--- config.mk ---
export PLATFORM = sky130hd
export DESIGN_NAME = uart_tx_sched
export DESIGN_NICKNAME = d
export VERILOG_FILES = /design/src/rtl/uart_tx_sched.sv
export SDC_FILE = /design/constraint.sdc
export NUM_CORES = 1
export LEC_CHECK = 0
export ABC_AREA = 1
export BUFFER_PORTS_ARGS = -buffer_cell sky130_fd_sc_hd__buf_2
export CAP_MARGIN = 20
export CORE_MARGIN = 2
export CORE_UTILIZATION = 55
export DETAILED_ROUTE_END_ITERATION = 10
export GPL_TIMING_DRIVEN = 0
export PLACE_DENSITY = 0.87
export SLEW_MARGIN = 20
export SYNTH_ARGS = -nofsm -noshare
export SYNTH_HDL_FRONTEND = slang
export SYNTH_SLANG_ARGS = --single-unit
export TNS_END_PERCENT = 50
--- constraint.sdc ---
create_clock -name uart_clk -period 4.1 [get_ports uart_clk]
set_input_delay 0 -clock uart_clk [delete_from_list [all_inputs] [get_ports uart_clk]]
set_output_delay 0 -clock uart_clk [all_outputs]
set_load 0.02 [all_outputs]
--- src/rtl/uart_tx_sched.sv ---
// uart_tx_sched
//   Round-robin scheduler that shares one UART byte transmitter between
//   NUM_SRC producers. Each source has a change filter: a byte equal to the
//   last byte sent for that source is acknowledged and dropped, and the drop
//   is counted. The LED bank shows the last data byte handed to the UART.
//
//   Optional feature macro: TX_HDR_EN
//     defined   : every forwarded byte is preceded by a header byte
//                 {HDR_TAG, source id}
//     undefined : one UART byte per event, header states not built
//
// Ports
//   uart_clk   in   clock, rising edge
//   rst        in   asynchronous active-high reset
//   src_valid  in   [NUM_SRC]   per-source request, held until src_ack
//   src_data   in   [8*NUM_SRC] per-source byte, [8i+7:8i] = source i
//   src_ack    out  [NUM_SRC]   one-hot pulse: request consumed (sent/dropped)
//   tx_busy    in   UART busy, rises within one cycle of tx_start
//   tx_start   out  one-cycle pulse, UART loads tx_data
//   tx_data    out  [8] byte to UART, holds outside start cycles
//   leds       out  [8] last data byte handed to UART
//   drop_cnt   out  [CNT_W] saturating count of dropped (unchanged) bytes

module uart_tx_sched #(
  parameter int         NUM_SRC = 4,
  parameter int         CNT_W   = 16,
  parameter logic [3:0] HDR_TAG = 4'hA
) (
  input  logic                 uart_clk,
  input  logic                 rst,
  input  logic [NUM_SRC-1:0]   src_valid,
  input  logic [8*NUM_SRC-1:0] src_data,
  output logic [NUM_SRC-1:0]   src_ack,
  input  logic                 tx_busy,
  output logic                 tx_start,
  output logic [7:0]           tx_data,
  output logic [7:0]           leds,
  output logic [CNT_W-1:0]     drop_cnt
);

  localparam int IDX_W = (NUM_SRC > 1) ? $clog2(NUM_SRC) : 1;

  typedef enum logic [2:0] {
    ST_IDLE    = 3'd0,
    ST_CHECK   = 3'd1,
    ST_START_D = 3'd2,
    ST_GAP_D   = 3'd3,
    ST_WAIT_D  = 3'd4
`ifdef TX_HDR_EN
    ,
    ST_START_H = 3'd5,
    ST_GAP_H   = 3'd6,
    ST_WAIT_H  = 3'd7
`endif
  } state_t;

  state_t             state_r;
  state_t             state_next_s;

  logic [IDX_W-1:0]   rr_ptr_r;
  logic [IDX_W-1:0]   gid_r;
  logic [7:0]         cap_r;
  logic [7:0]         last_r [NUM_SRC];
  logic [NUM_SRC-1:0] seen_r;
  logic [7:0]         tx_data_r;
  logic [7:0]         leds_r;
  logic [CNT_W-1:0]   drop_cnt_r;

  logic               grant_found_s;
  logic [IDX_W-1:0]   grant_idx_s;
  logic [IDX_W-1:0]   rr_ptr_next_s;
  logic [IDX_W:0]     cand_s;
  logic               drop_s;
  logic [NUM_SRC-1:0] src_ack_s;
  logic               tx_start_s;

  // First valid source at or after rr_ptr, wrapping past NUM_SRC-1 to 0.
  always_comb begin
    grant_found_s = 1'b0;
    grant_idx_s   = '0;
    cand_s        = '0;
    for (int k = 0; k < NUM_SRC; k++) begin
      cand_s = {1'b0, rr_ptr_r} + (IDX_W+1)'(k);
      if (cand_s >= (IDX_W+1)'(NUM_SRC)) begin
        cand_s = cand_s - (IDX_W+1)'(NUM_SRC);
      end else begin
        cand_s = cand_s;
      end
      if (!grant_found_s && src_valid[cand_s[IDX_W-1:0]]) begin
        grant_found_s = 1'b1;
        grant_idx_s   = cand_s[IDX_W-1:0];
      end else begin
        grant_found_s = grant_found_s;
      end
    end
  end

  // Pointer moves one past the granted source so it gets lowest priority next.
  always_comb begin
    if (grant_idx_s == IDX_W'(NUM_SRC - 1)) begin
      rr_ptr_next_s = '0;
    end else begin
      rr_ptr_next_s = grant_idx_s + IDX_W'(1);
    end
  end

  // A byte is dropped only once the source has sent something since reset.
  always_comb begin
    drop_s = seen_r[gid_r] && (cap_r == last_r[gid_r]);
  end

  // FSM state register.
  always_ff @(posedge uart_clk or posedge rst) begin
    if (rst) begin
      state_r <= ST_IDLE;
    end else begin
      state_r <= state_next_s;
    end
  end

  // FSM next-state logic; GAP states give the UART one cycle to raise tx_busy.
  always_comb begin
    state_next_s = state_r;
    case (state_r)
      ST_IDLE: begin
        if (|src_valid) begin
          state_next_s = ST_CHECK;
        end else begin
          state_next_s = ST_IDLE;
        end
      end
      ST_CHECK: begin
        if (drop_s) begin
          state_next_s = ST_IDLE;
        end else begin
`ifdef TX_HDR_EN
          state_next_s = ST_START_H;
`else
          state_next_s = ST_START_D;
`endif
        end
      end
`ifdef TX_HDR_EN
      ST_START_H: state_next_s = ST_GAP_H;
      ST_GAP_H:   state_next_s = ST_WAIT_H;
      ST_WAIT_H: begin
        if (tx_busy) begin
          state_next_s = ST_WAIT_H;
        end else begin
          state_next_s = ST_START_D;
        end
      end
`endif
      ST_START_D: state_next_s = ST_GAP_D;
      ST_GAP_D:   state_next_s = ST_WAIT_D;
      ST_WAIT_D: begin
        if (tx_busy) begin
          state_next_s = ST_WAIT_D;
        end else begin
          state_next_s = ST_IDLE;
        end
      end
      default: state_next_s = ST_IDLE;
    endcase
  end

  // FSM outputs: ack only in CHECK, start pulses only in START states.
  always_comb begin
    src_ack_s  = '0;
    tx_start_s = 1'b0;
    case (state_r)
      ST_CHECK:   src_ack_s  = {{(NUM_SRC-1){1'b0}}, 1'b1} << gid_r;
      ST_START_D: tx_start_s = 1'b1;
`ifdef TX_HDR_EN
      ST_START_H: tx_start_s = 1'b1;
`endif
      default: begin
        src_ack_s  = '0;
        tx_start_s = 1'b0;
      end
    endcase
  end

  // Datapath: capture on grant, filter bookkeeping, UART byte and LED registers.
  always_ff @(posedge uart_clk or posedge rst) begin
    if (rst) begin
      rr_ptr_r   <= '0;
      gid_r      <= '0;
      cap_r      <= 8'h00;
      seen_r     <= '0;
      tx_data_r  <= 8'h00;
      leds_r     <= 8'h00;
      drop_cnt_r <= '0;
      for (int i = 0; i < NUM_SRC; i++) begin
        last_r[i] <= 8'h00;
      end
    end else begin
      if (state_r == ST_IDLE && grant_found_s) begin
        cap_r    <= src_data[{grant_idx_s, 3'b000} +: 8];
        gid_r    <= grant_idx_s;
        rr_ptr_r <= rr_ptr_next_s;
      end

      if (state_r == ST_CHECK && drop_s && drop_cnt_r != {CNT_W{1'b1}}) begin
        drop_cnt_r <= drop_cnt_r + CNT_W'(1);
      end

      // tx_data is loaded one edge early so it is valid during the start pulse.
      if (state_next_s == ST_START_D) begin
        tx_data_r <= cap_r;
      end
`ifdef TX_HDR_EN
      else if (state_next_s == ST_START_H) begin
        tx_data_r <= {HDR_TAG, 4'(gid_r)};
      end
`endif

      if (state_r == ST_START_D) begin
        last_r[gid_r] <= cap_r;
        seen_r[gid_r] <= 1'b1;
        leds_r        <= cap_r;
      end
    end
  end

  assign src_ack  = src_ack_s;
  assign tx_start = tx_start_s;
  assign tx_data  = tx_data_r;
  assign leds     = leds_r;
  assign drop_cnt = drop_cnt_r;

endmodule

== After elaboration in Yosys (flattened, before gate mapping) ==
Index checks and enable logic that the tools add are counted.

* Multiplexer cells: 37
* Equality and inequality tests: 8
* Reductions and logical operators: 14
* Bitwise gates (word level): 2
* Shift operators: 2
* Order comparisons: 12
* Add/sub/neg operators: 9

{| class="wikitable"
|+ Operators by type and width
! cell !! count
|-
| $bwmux W32 || 1
|-
| $shiftx A32 B6 Y8 || 1
|-
| $mux W8 || 3
|-
| $mux W2 || 10
|-
| $add A16 B1 Y16 const B || 1
|-
| $bmux W8 S2 || 1
|-
| $demux W8 S2 || 1
|-
| $ne A16 B16 Y1 const B || 1
|-
| $lt A2 B3 Y1 const B || 5
|-
| $pmux W3 S5 || 1
|-
| $ge A3 B3 Y1 const B || 4
|-
| $mux W1 || 12
|-
| $bmux W1 S2 || 5
|-
| $eq A3 B2 Y1 const B || 3
|-
| $logic_and A1 B1 Y1 || 9
|-
| $eq A8 B8 Y1 || 1
|-
| $sub A2 B1 Y2 const B || 4
|-
| $add A2 B2 Y3 const B || 2
|-
| $mux W4 || 1
|-
| $or A4 B4 Y4 || 1
|-
| $reduce_or A4 Y1 || 1
|-
| $shl A1 B2 Y4 const A || 1
|-
| $add A2 B1 Y3 const B || 1
|-
| $eq A3 B1 Y1 const B || 1
|-
| other kinds (11) || 13
|}

* Bits in registers: 83
* Output and inout bits: 37
* Bits of input ports: 39
* Word-level logic and storage cells: 96

== Longest topological paths before layout ==
Gate-level depths: netlist of the first run.

* Depth in word-level cells: 16
* Mapped depth: 16
* Gate-level depth less buffers: 15

== Worst setup path before layout of the first run ==
Ideal clock, no wire load.

* Path type: register to register
* Start point: reg drop_cnt_r[0] (netlist: drop_cnt[0])
* End point: reg drop_cnt_r[7] (netlist: drop_cnt[7])
* Path buffers: 1
* Data required time: 3982 ps
* Cell stages (with the launch flop): 10
* Path slack: 2226 ps
* Period minus slack after synthesis: 1874 ps
* Setup time: 118 ps
* Arrival time: 1757 ps
* Path through: dfrtp_1 ha_1 nand3_1 inv_1 nand2_1 nor3_1 nand2_1 clkbuf_1 nand4_1 nand2_1

* Longest elaborated chain between the ends: 2
* Elaborated cells on any way between the ends: 3
* Those cells by class: 1 x add/sub; 1 x eq/ne; 1 x reduce/logical

{| class="wikitable"
|+ RTL lines
! item !! line !! source
|-
| start: declaration || 67 || <nowiki>logic [CNT_W-1:0] drop_cnt_r;</nowiki>
|-
| start signal: assignment || 205 || <nowiki>drop_cnt_r <= drop_cnt_r + CNT_W'(1);</nowiki>
|-
| parallel branches: the longest is 2 deep, another holds $add A16 B1 Y16 || - ||
|}

Several ways; the timed one is not identified.
A chain may end at the register's enable or synchronous reset.

== Worst setup path after layout of the first run ==
* Start point: reg rr_ptr_r[0]
* End point: reg cap_r[4]

* Longest elaborated chain between the ends: 15
* Elaborated cells on any way between the ends: 39
* Those cells by class: 7 x add/sub; 4 x order compare; 1 x shift; 20 x mux; 7 x reduce/logical

{| class="wikitable"
|+ RTL lines
! item !! line !! source
|-
| start: declaration || 60 || <nowiki>logic [IDX_W-1:0] rr_ptr_r;</nowiki>
|-
| start signal: assignment || 201 || <nowiki>rr_ptr_r <= rr_ptr_next_s;</nowiki>
|-
| parallel branches: the longest is 15 deep, another holds $add A2 B1 Y3 || - ||
|-
| end signal: assignment || 199 || <nowiki>cap_r <= src_data[{grant_idx_s, 3'b000} +: 8];</nowiki>
|-
| end: declaration || 62 || <nowiki>logic [7:0] cap_r;</nowiki>
|}

Several ways; the timed one is not identified. The select of a mux whose other input is x is not followed.

==> impl_metrics.env, run 1 <==
export IMPL_status="finished clean"
export IMPL_numPortBuffers=75
export IMPL_vias=4668
export IMPL_cts_tree="built"
export IMPL_grt_antenna_before_repair=0
export IMPL_dieArea_um2=9330
export IMPL_fmax_ghz=0.329
export IMPL_rsz0062_at_grt="no"
export IMPL_ios=76
export IMPL_hold_class="in -> reg"
export IMPL_dr_pass1_iters=5
export IMPL_drc=0
export IMPL_synthFlopType="dfrtp_1"
export IMPL_clock_latency_ns=0.36
export IMPL_yosys_area_top_type="dfrtp_1"
export IMPL_place_ws_ns=1.97
export IMPL_grt_pass1_wl_mm=20.2
export IMPL_cpMostUsedCell="nand2_1"
export IMPL_ant_nets=0
export IMPL_skew_ns=0.0109
export IMPL_num_rows=33
export IMPL_pwr_density_cell_nw_per_um2=771
export IMPL_yosysWarnings=0
export IMPL_tightest_slew_ns=0.988
export IMPL_rrSetupSlack_ns=1.06
export IMPL_hpwl_mm=9.02
export IMPL_avgSynthCellArea_um2=7.24
export IMPL_num_nets_final=786
export IMPL_cts_buffer_depth=2
export IMPL_finalHoldViolations=0
export IMPL_ys_seq_area_frac=0.440
export IMPL_syn_num_nets=691
export IMPL_synthCells=651
export IMPL_htree_levels=3
export IMPL_synthTopCellsByArea="dfrtp_1 (44%), nand2_1 (23%), nand4_1 (5.3%)"
export IMPL_worstPathRequired_ns=4.35
export IMPL_gp_congestion=0.955
export IMPL_ys_seq_elements=83
export IMPL_start_util=0.571
export IMPL_ir_drop_uv=470
export IMPL_power_leakage_uw=0.00307
export IMPL_fin_ws_ns=1.06
export IMPL_synth_most_common_cell="nand2_1"
export IMPL_drt_vias_per_instance=5.46
export IMPL_wire_per_inst_um=14.2
export IMPL_dp_cells=832
export IMPL_use_met1=0.352
export IMPL_synth_edff_count=0
export IMPL_gr_max_usage_layer="met2"
export IMPL_n_antenna_cell=0
export IMPL_cap_viol_max_count=0
export IMPL_path_class="reg -> reg"
export IMPL_core_um2=8260
export IMPL_whs_ns=0.0502
export IMPL_cp_slowest_cell="dlygate4sd3_1"
export IMPL_routed_wl_mm=12.1
export IMPL_cp_cell_sequence="buf_4 -> inv_2 -> nand2_1 -> nand2_2 -> nand2_1 -> nand2_1 -> nand2_1 -> nand3_1 -> nand3_4 -> buf_6 -> nand2_1 -> nand2_1 -> dlygate4sd3_1 -> nand2_1 -> nand3_1 -> dlygate4sd3_1"
export IMPL_post_cts_setup_buffers=0
export IMPL_setup_viol_count_final=0
export IMPL_cp_max_fo=10
export IMPL_cts_buffers=9
export IMPL_dr_first_iter_drc_count=330
export IMPL_min_period_over_period=0.741
export IMPL_gr_total_overflow=0
export IMPL_cp_end_kind="flop"
export IMPL_clockRootBuffer="clkbuf_8"
export IMPL_synth_area_um2=4720
export IMPL_critPathLaunchType="flop"
export IMPL_clk_pin_slew_ns=0.08
export IMPL_die_w_um=96.6
export IMPL_post_cts_resized=0
export IMPL_grt_use_met3=0.0481
export IMPL_grt_max_degree=54
export IMPL_grt_use_total=0.283
export IMPL_final_cells=855
export IMPL_drv_slew=0
export IMPL_tns_ns=0
export IMPL_die_y_um=96.6
export IMPL_syn_to_final_growth_pct=18.0
export IMPL_synthDistinctLibCells=30
export IMPL_relSlewSlack=0.339
export IMPL_synth_top_cell_area_share=0.440
export IMPL_cts_sinks=83
export IMPL_ys_async_sr_fraction=1.00
export IMPL_num_fill_cells=702
export IMPL_synthTopCellsByCount="nand2_1 (290), dfrtp_1 (83), inv_1 (54)"
export IMPL_max_stage_delay_ns=0.56
export IMPL_min_period_ns=3.04
export IMPL_crit_arrival_ns=3.29
export IMPL_grt_pass1_vias=4441
export IMPL_drive_gt1_frac=0.172
export IMPL_met2_usage=0.478
-- worst paths after layout --
path / startpoint / endpoint / cells past startpoint
max: rr_ptr_r[0] / cap_r[4] / 16
min: src_data[6] / cap_r[6] / 7
max reg2reg: rr_ptr_r[0] / cap_r[4] / 16
min reg2reg: tx_data[7] / tx_data[7] / 2
max in group asynchronous: rst / cap_r[6] / 4
min in group asynchronous: rst / leds[0] / 3
-- state kept, by name (all words and copies together), names as in the netlist --
| signal | cells |
|---|---|
| tx_data | 8 |
| leds | 8 |
| cap_r | 8 |
| last_r | 32 |
| rr_ptr_r | 2 |
| seen_r | 4 |
| gid_r | 2 |
| drop_cnt | 16 |
| state_r | 3 |
-- timing repair --
action | CTS | global route
hold buffers | 8 | 0
setup endpoints to repair | 0 | 0
hold endpoints to repair | 33 | 0
-- layer usage --
layer / wire length [um] / up-vias
met4: 326 / 0
li1: - / 2279
met1: 5040 / 2186
met2: 5970 / 175
met3: 791 / 28
met5: 0 / -
-- worst max-delay path: cells and delay by family, from the launching register on --
family | cells | cell delay (ns)
buffers and inverters | 5 | 1.60
DFF | 1 | 0.37
and+or+nand+nor | 11 | 0.95
-- layout make-up --
class	count	area, um2	area share
Clock buffer	11	131	0.0236
Timing Repair Buffer	84	483	0.0868
Buffer	20	133	0.0238
Clock inverter	4	98.8	0.0178
Inverter	59	224	0.0403
Tap cell	105	131	0.0236
Multi-Input combinational cell	489	2280	0.411
Sequential cell	83	2080	0.373
-- layout by cell type, fill, tap and decap left out, types with 4 or more instances in the layout --
| master | n |
|---|---|
| nand2_2 | 9 |
| o21ai_0 | 42 |
| inv_2 | 4 |
| xnor2_1 | 7 |
| clkbuf_1 | 12 |
| inv_1 | 53 |
| nand3_1 | 38 |
| nor3_1 | 10 |
| dlygate4sd3_1 | 8 |
| xor2_1 | 7 |
| dfrtp_1 | 83 |
| clkbuf_8 | 9 |
| nor2_1 | 20 |
| nand2_1 | 290 |
| buf_2 | 76 |
| a21oi_1 | 5 |
| buf_6 | 6 |
| nand4_1 | 40 |
| nand3_2 | 4 |
-- per-stage QoR --
step	area (um2)	total power, uW	utilization
6_report	5560	4290	0.674
5_1_grt	5560	4660	0.674
4_1_cts	5560	4270	0.674
3_5_place_dp	5250	3510	0.636
3_3_place_gp	5220	3400	0.632
2_1_floorplan	4720	2950	-
-- report_power, final --
| part | internal, uW | total, uW | switching, uW |
|---|---|---|---|
| logic | 769 | 2280 | 1510 |
| registers | 1100 | 1310 | 209 |
| clock network | 404 | 698 | 294 |
| total | 2280 | 4290 | 2010 |
-- cells by family after synthesis --
group,Yosys count,synth area share
flip-flops,83,0.440
AO/OA/AOI/OAI,52,0.0573
buffers and inverters,79,0.0751
adder cells (fa/ha/maj),1,0.00265
XOR/XNOR,14,0.0260
AND/OR/NAND/NOR,422,0.399
(Power assumes the default switching activity.)
==> run 2, diff against run 1 <==
--- a/config.mk
+++ b/config.mk
@@ -5,14 +5,14 @@
 export SDC_FILE = /design/constraint.sdc
 export NUM_CORES = 1
 export LEC_CHECK = 0
-export ABC_AREA = 1
+export ABC_AREA = 0
 export BUFFER_PORTS_ARGS = -buffer_cell sky130_fd_sc_hd__buf_2
 export CAP_MARGIN = 20
 export CORE_MARGIN = 2
-export CORE_UTILIZATION = 55
+export CORE_UTILIZATION = 50
 export DETAILED_ROUTE_END_ITERATION = 10
 export GPL_TIMING_DRIVEN = 0
-export PLACE_DENSITY = 0.87
+export PLACE_DENSITY = 0.85
 export SLEW_MARGIN = 20
 export SYNTH_ARGS = -nofsm -noshare
 export SYNTH_HDL_FRONTEND = slang
==> constraint.sdc (replaced) <==
create_clock -name uart_clk -period 2.7 [get_ports uart_clk]
set_input_delay 0 -clock uart_clk [delete_from_list [all_inputs] [get_ports uart_clk]]
set_output_delay 0 -clock uart_clk [all_outputs]
set_load 0.02 [all_outputs]
==> run 2 against run 1 <==
Against the previous run:
- count of clock-buffer cells in the layout fell by 1
- worst setup slack worse by 0.71 ns
- highest routed layer unchanged
- die area decreased by 3.9%
- clock power is 34% higher
- clock skew decreased by 0.0046 ns
- critical endpoint is now drop_cnt[1]
- largest cell class is now sequential cells
==> impl_metrics.env, run 2 <==
export IMPL_synth_most_common_cell="dfrtp_1"
export IMPL_syn_to_final_growth_pct=18.6
export IMPL_cts_tree="built"
export IMPL_post_cts_resized=0
export IMPL_path_class="reg -> reg"
export IMPL_yosys_area_top_type="dfrtp_1"
export IMPL_crit_arrival_ns=2.58
export IMPL_cts_sinks=83
export IMPL_gp_congestion=0.781
export IMPL_utilization=0.603
export IMPL_drive_gt1_frac=0.393
export IMPL_hold_class="in -> reg"
export IMPL_drv_slew=0
export IMPL_largest_reg_flops=32
export IMPL_pwr_density_cell_nw_per_um2=1140
export IMPL_power_leakage_uw=0.00232
export IMPL_design_area_um2=4880
export IMPL_synth_top_cell_area_share=0.505
export IMPL_n_antenna_cell=0
export IMPL_status="finished clean"
export IMPL_synthDistinctLibCells=46
export IMPL_dr_pass1_iters=4
export IMPL_grt_max_degree=60
export IMPL_routed_wl_mm=8.12
export IMPL_syn_num_nets=366
export IMPL_critPathLaunch="gid_r[0]"
export IMPL_ir_drop_uv=653
export IMPL_reg2reg_from="gid_r[0]"
export IMPL_grt_antenna_before_repair=0
export IMPL_dieArea_um2=8960
export IMPL_post_cts_setup_buffers=0
export IMPL_final_common_cell="dfrtp_1"
export IMPL_synth_edff_count=0
export IMPL_synth_area_um2=4110
export IMPL_vias=2816
export IMPL_placed_cell_area_um2=4650
export IMPL_min_period_ns=2.35
export IMPL_rsz0062_at_grt="no"
export IMPL_top_register="last_r"
export IMPL_fmax_ghz=0.426
export IMPL_synthCells=326
export IMPL_grt_use_total=0.200
export IMPL_skew_ns=0.00625
export IMPL_clockRootBuffer="clkbuf_8"
export IMPL_timing_rr_end="drop_cnt[1]"
export IMPL_core_um2=8090
export IMPL_final_cell_mix="dfrtp_1 (83), buf_2 (80), mux2_2 (47), nand2_1 (23), mux2i_1 (22)"
export IMPL_ant_nets=0
export IMPL_ys_seq_elements=83
export IMPL_num_nets_final=455
export IMPL_start_util=0.508
export IMPL_grt_pass1_vias=2963
export IMPL_finalHoldViolations=0
export IMPL_min_period_over_period=0.870
export IMPL_cap_viol_max_count=0
export IMPL_hpwl_mm=5.86
export IMPL_synthTopCellsByArea="dfrtp_1 (51%), mux2_2 (13%), mux2i_1 (5.4%)"
export IMPL_numPortBuffers=75
export IMPL_synthTopCellsByCount="dfrtp_1 (83), mux2_2 (47), nand2_1 (23)"
export IMPL_drc=0
export IMPL_relSlewSlack=0.427
export IMPL_yosysWarnings=0
export IMPL_synthFlopType="dfrtp_1"
export IMPL_critPathLaunchType="flop"
export IMPL_tns_ns=0
export IMPL_dr_first_iter_drc_count=90
export IMPL_tightest_slew_ns=0.856
export IMPL_ys_seq_area_frac=0.505
export IMPL_gr_total_overflow=0
export IMPL_avgSynthCellArea_um2=12.6
export IMPL_die_y_um=94.7
export IMPL_num_rows=33
export IMPL_clock_latency_ns=0.35
export IMPL_cp_max_fo=10
export IMPL_cp_end_kind="flop"
export IMPL_cts_buffers=9
export IMPL_cts_buffer_depth=2
export IMPL_worstRegToRegCells=7
export IMPL_drt_vias_per_instance=5.36
export IMPL_ys_async_sr_fraction=1.00
export IMPL_wire_per_inst_um=15.5
export IMPL_clk_pin_slew_ns=0.09
export IMPL_die_w_um=94.7
export IMPL_worstPathRequired_ns=2.93
export IMPL_worstSetupEndpoint="drop_cnt[1]"
export IMPL_htree_levels=3
export IMPL_grt_pass1_wl_mm=13.9
export IMPL_ios=76
export IMPL_whs_ns=0.0879
export IMPL_setup_viol_count_final=0
export IMPL_rrSetupSlack_ns=0.35
[run 2: through the flow]
| step | setup WS (ns) | power [uW] | instances |
|---|---|---|---|
| after floorplan | 0.551 | 4020 | 326 |
| after global placement | -0.257 | 4530 | 506 |
| after detailed placement | 0.330 | 4660 | 507 |
| after CTS | 0.318 | 5610 | 525 |
| after global routing | 0.191 | 5940 | 525 |
| final | 0.350 | 5550 | 525 |
[run 2: logic make-up after synthesis]
group | count (synthesis) | share of synthesized area
compound gates | 25 | 0.0417
buf+inv | 23 | 0.0271
mux | 88 | 0.256
fa+ha+maj | 1 | 0.00304
xor+xnor | 21 | 0.0520
flops | 83 | 0.505
simple gates | 85 | 0.115
[run 2: worst min path at each step]
stage / startpoint / to / slack, ns / depth (start not counted)
after global routing: src_data[22] / cap_r[6] / 0.11 / 4
after detailed placement: rst / drop_cnt[3] / -0.002 / 2
after global placement: tx_busy / state_r[2] / 0.27 / 3
final: src_data[18] / cap_r[2] / 0.09 / 4
after CTS: src_valid[1] / state_r[0] / 0.08 / 3
after floorplan: tx_busy / state_r[2] / 0.16 / 2
[run 2: cell type report]
| class | instances | area, um2 |
|---|---|---|
| Clock buffer | 10 | 138 |
| Clock inverter | 6 | 71.3 |
| Timing Repair Buffer | 78 | 423 |
| Fill cell | 667 | 3220 |
| Tap cell | 105 | 131 |
| Inverter | 5 | 21.3 |
| Buffer | 18 | 92.6 |
| Sequential cell | 83 | 2080 |
| Multi-Input combinational cell | 220 | 1920 |
[run 2: per-layer routing]
metal | wire length, um | track usage | part of all wire | up-vias
met5 | 0 | 0 | 0 | -
met4 | 77 | 0.0652 | 0.0095 | 0
met3 | 430 | 0.0463 | 0.053 | 7
met2 | 4000 | 0.337 | 0.49 | 83
met1 | 3610 | 0.257 | 0.44 | 1385
li1 | - | - | - | 1341
[run 2: critical path, stage by stage (launching register included)]
cell and delay, ns:
dfrtp_1 0.45, buf_6 0.19, mux4_2 0.53, xnor2_2 0.17, nand2_1 0.09, nor2_2 0.22
and3_1 0.26, mux2_1 0.33
[run 2: where the power goes]
group	switching, uW	total (uW)	internal (uW)
combinational	1370	2590	1220
clock	474	935	461
sequential	289	2020	1730
total	2130	5550	3410
[run 2: repair_timing]
action                                  in CTS  in global routing
hold buffers                                 2                  0
endpoints found under the setup margin       0                  0
endpoints found under the hold margin       84                  0
==> run 3, diff against run 2 <==
--- a/config.mk
+++ b/config.mk
@@ -8,11 +8,10 @@
 export ABC_AREA = 0
 export BUFFER_PORTS_ARGS = -buffer_cell sky130_fd_sc_hd__buf_2
 export CAP_MARGIN = 20
-export CORE_MARGIN = 2
 export CORE_UTILIZATION = 50
 export DETAILED_ROUTE_END_ITERATION = 10
 export GPL_TIMING_DRIVEN = 0
-export PLACE_DENSITY = 0.85
+export PLACE_DENSITY = 0.76
 export SLEW_MARGIN = 20
 export SYNTH_ARGS = -nofsm -noshare
 export SYNTH_HDL_FRONTEND = slang
==> run 3 against run 2 <==
Against the previous run:
- combinational power barely moved
- critical path depth unchanged
- sequential power about the same
- global-route usage rose by 1.4 points
- register-to-register slack got worse by 0.06 ns
- routed wire length increased by 1.7%
- non-clock buffer count unchanged
- hold slack worse by 0.017 ns
- clock power down 16%
- sequential share of layout area grew 0.48 points
- fmax decreased by 2.7%
- critical endpoint is now tx_data[2]
==> impl_metrics.env, run 3 (synthesis gave the netlist of run 2 again) <==
export IMPL_fmax_ghz=0.414
export IMPL_drive_gt1_frac=0.391
export IMPL_final_cells=521
export IMPL_setup_viol_count_final=0
export IMPL_ios=76
export IMPL_syn_to_final_growth_pct=17.3
export IMPL_routed_wl_mm=8.26
export IMPL_ant_nets=0
export IMPL_cp_end_kind="flop"
export IMPL_fin_ws_ns=0.286
export IMPL_grt_pass1_vias=3024
export IMPL_drc=0
export IMPL_gr_total_overflow=0
export IMPL_seqPwrFrac=0.373
export IMPL_num_nets_final=455
export IMPL_dr_pass1_iters=5
export IMPL_hold_class="in -> reg"
export IMPL_dieArea_um2=8590
export IMPL_cts_sinks=83
export IMPL_pwr_share_clk=0.145
export IMPL_final_common_cell="dfrtp_1"
export IMPL_utilization=0.615
export IMPL_num_rows=32
export IMPL_power_switching_uw=2140
export IMPL_tightest_slew_ns=0.859
export IMPL_skew_ns=0.0100
export IMPL_critPathTopFamily="multiplexers"
export IMPL_cap_viol_max_count=0
export IMPL_grt_max_degree=45
export IMPL_n_antenna_cell=0
export IMPL_cts_tree="built"
export IMPL_pwr_share_comb=0.482
export IMPL_start_util=0.524
export IMPL_rrSetupSlack_ns=0.29
export IMPL_hpwl_mm=5.89
export IMPL_wire_per_inst_um=15.8
export IMPL_grt_use_total=0.215
export IMPL_grt_antenna_before_repair=0
export IMPL_htree_levels=3
export IMPL_cts_buffers=9
export IMPL_numPortBuffers=75
export IMPL_core_um2=7850
export IMPL_pwr_density_cell_nw_per_um2=1120
export IMPL_dp_cells=504
export IMPL_gp_congestion=0.752
export IMPL_clk_pin_slew_ns=0.08
export IMPL_grt_pass1_wl_mm=14.2
export IMPL_ir_drop_uv=654
export IMPL_vias=2877
export IMPL_cp_cell_sequence="buf_6 -> mux4_2 -> xnor2_2 -> nand2_2 -> nor2_4 -> a21oi_4 -> mux2_1"
export IMPL_cp_slowest_cell="mux4_2"
export IMPL_status="finished clean"
export IMPL_drt_vias_per_instance=5.52
export IMPL_power_leakage_uw=0.00230
export IMPL_clock_latency_ns=0.36
export IMPL_cp_max_fo=10
export IMPL_max_stage_delay_ns=0.54
export IMPL_cts_buffer_depth=2
export IMPL_die_w_um=92.7
export IMPL_critPathBufInv=1
export IMPL_place_ws_ns=0.282
export IMPL_drv_slew=0
export IMPL_final_cell_mix="dfrtp_1 (83), buf_2 (80), mux2_2 (47), nand2_1 (23), mux2i_1 (22)"
export IMPL_dr_first_iter_drc_count=116
export IMPL_tns_ns=0
export IMPL_rsz0062_at_grt="no"
export IMPL_switching_share=0.394
export IMPL_clockRootBuffer="clkbuf_8"
export IMPL_largest_reg_flops=32
export IMPL_path_class="reg -> reg"
export IMPL_top_register="last_r"
export IMPL_design_area_um2=4820
export IMPL_finalHoldViolations=0
export IMPL_worstPathRequired_ns=2.95
export IMPL_die_y_um=92.7
export IMPL_min_period_ns=2.41
export IMPL_relSlewSlack=0.425
export IMPL_internal_power_uw=3280
export IMPL_crit_arrival_ns=2.66
export IMPL_placed_cell_area_um2=4640
export IMPL_min_period_over_period=0.894
export IMPL_critPathLaunchType="flop"
==> run 3: cell count changes in the layout (fill, tap and decap cells not counted) <==
| cell | delta |
|---|---|
| bufinv_16 | -1 |
| buf_12 | +1 |
| clkbuf_8 | -1 |
| inv_6 | -1 |
| buf_16 | -1 |
| clkinv_2 | +2 |
==> run 3: stage by stage <==
step / hold slack [ns] / total power [uW]
final: 0.0713 / 5420
after global routing: 0.0796 / 5780
after CTS: 0.0680 / 5460
after detailed placement: 0.0703 / 4670
after global placement: 0.274 / 4560
after floorplan: 0.159 / 4020
==> run 3: final cells by class <==
class | count | area (um2)
clock inverters | 6 | 42.5
flip-flops and latches | 83 | 2080
fillers | 676 | 3020
clock buffers | 9 | 124
repair buffers | 78 | 415
well taps | 102 | 128
inverters | 5 | 21.3
plain buffers | 18 | 92.6
multi-input cells | 220 | 1920
==> run 3: routing by layer <==
| layer | GRT usage | vias to the layer above | part of all wire |
|---|---|---|---|
| li1 | - | 1341 | - |
| met1 | 0.257 | 1445 | 0.42 |
| met2 | 0.378 | 75 | 0.51 |
| met3 | 0.0517 | 16 | 0.046 |
| met4 | 0.0705 | 0 | 0.018 |
| met5 | 0 | - | 0 |
==> run 3: power groups by stage <==
stage               clock (uW)  sequential [uW]  combinational, uW
finish                     787             2020               2610
global route               838             2090               2850
CTS                        798             2020               2640
detailed placement           0             2040               2630
global placement             0             2010               2550
floorplan                    0             2120               1910
==> run 3: timing repair <==
item / in CTS / in global routing
hold endpoints to repair: 40 / 0
setup endpoints to repair: 0 / 0
buffers inserted: 0 / 0
hold buffers: 2 / 0
resized for setup: 0 / 0
==> run 3: worst paths after layout <==
path | from | endpoint | cells after the start
worst max-delay path | gid_r[0] | tx_data[2] | 7
worst min-delay path | src_data[19] | cap_r[3] | 4
min in group asynchronous | rst | rr_ptr_r[0] | 3
worst min register to register | seen_r[3] | seen_r[3] | 1
max in group asynchronous | rst | tx_data[7] | 4
worst max register to register | gid_r[0] | tx_data[2] | 7
==> run 3: tightest hold or removal path: cells and delay by family <==
family,cells,cell delay (ns)
muxes,2,0.26
AOI/OAI and AO/OA,1,0.05
buffers and inverters,1,0.09
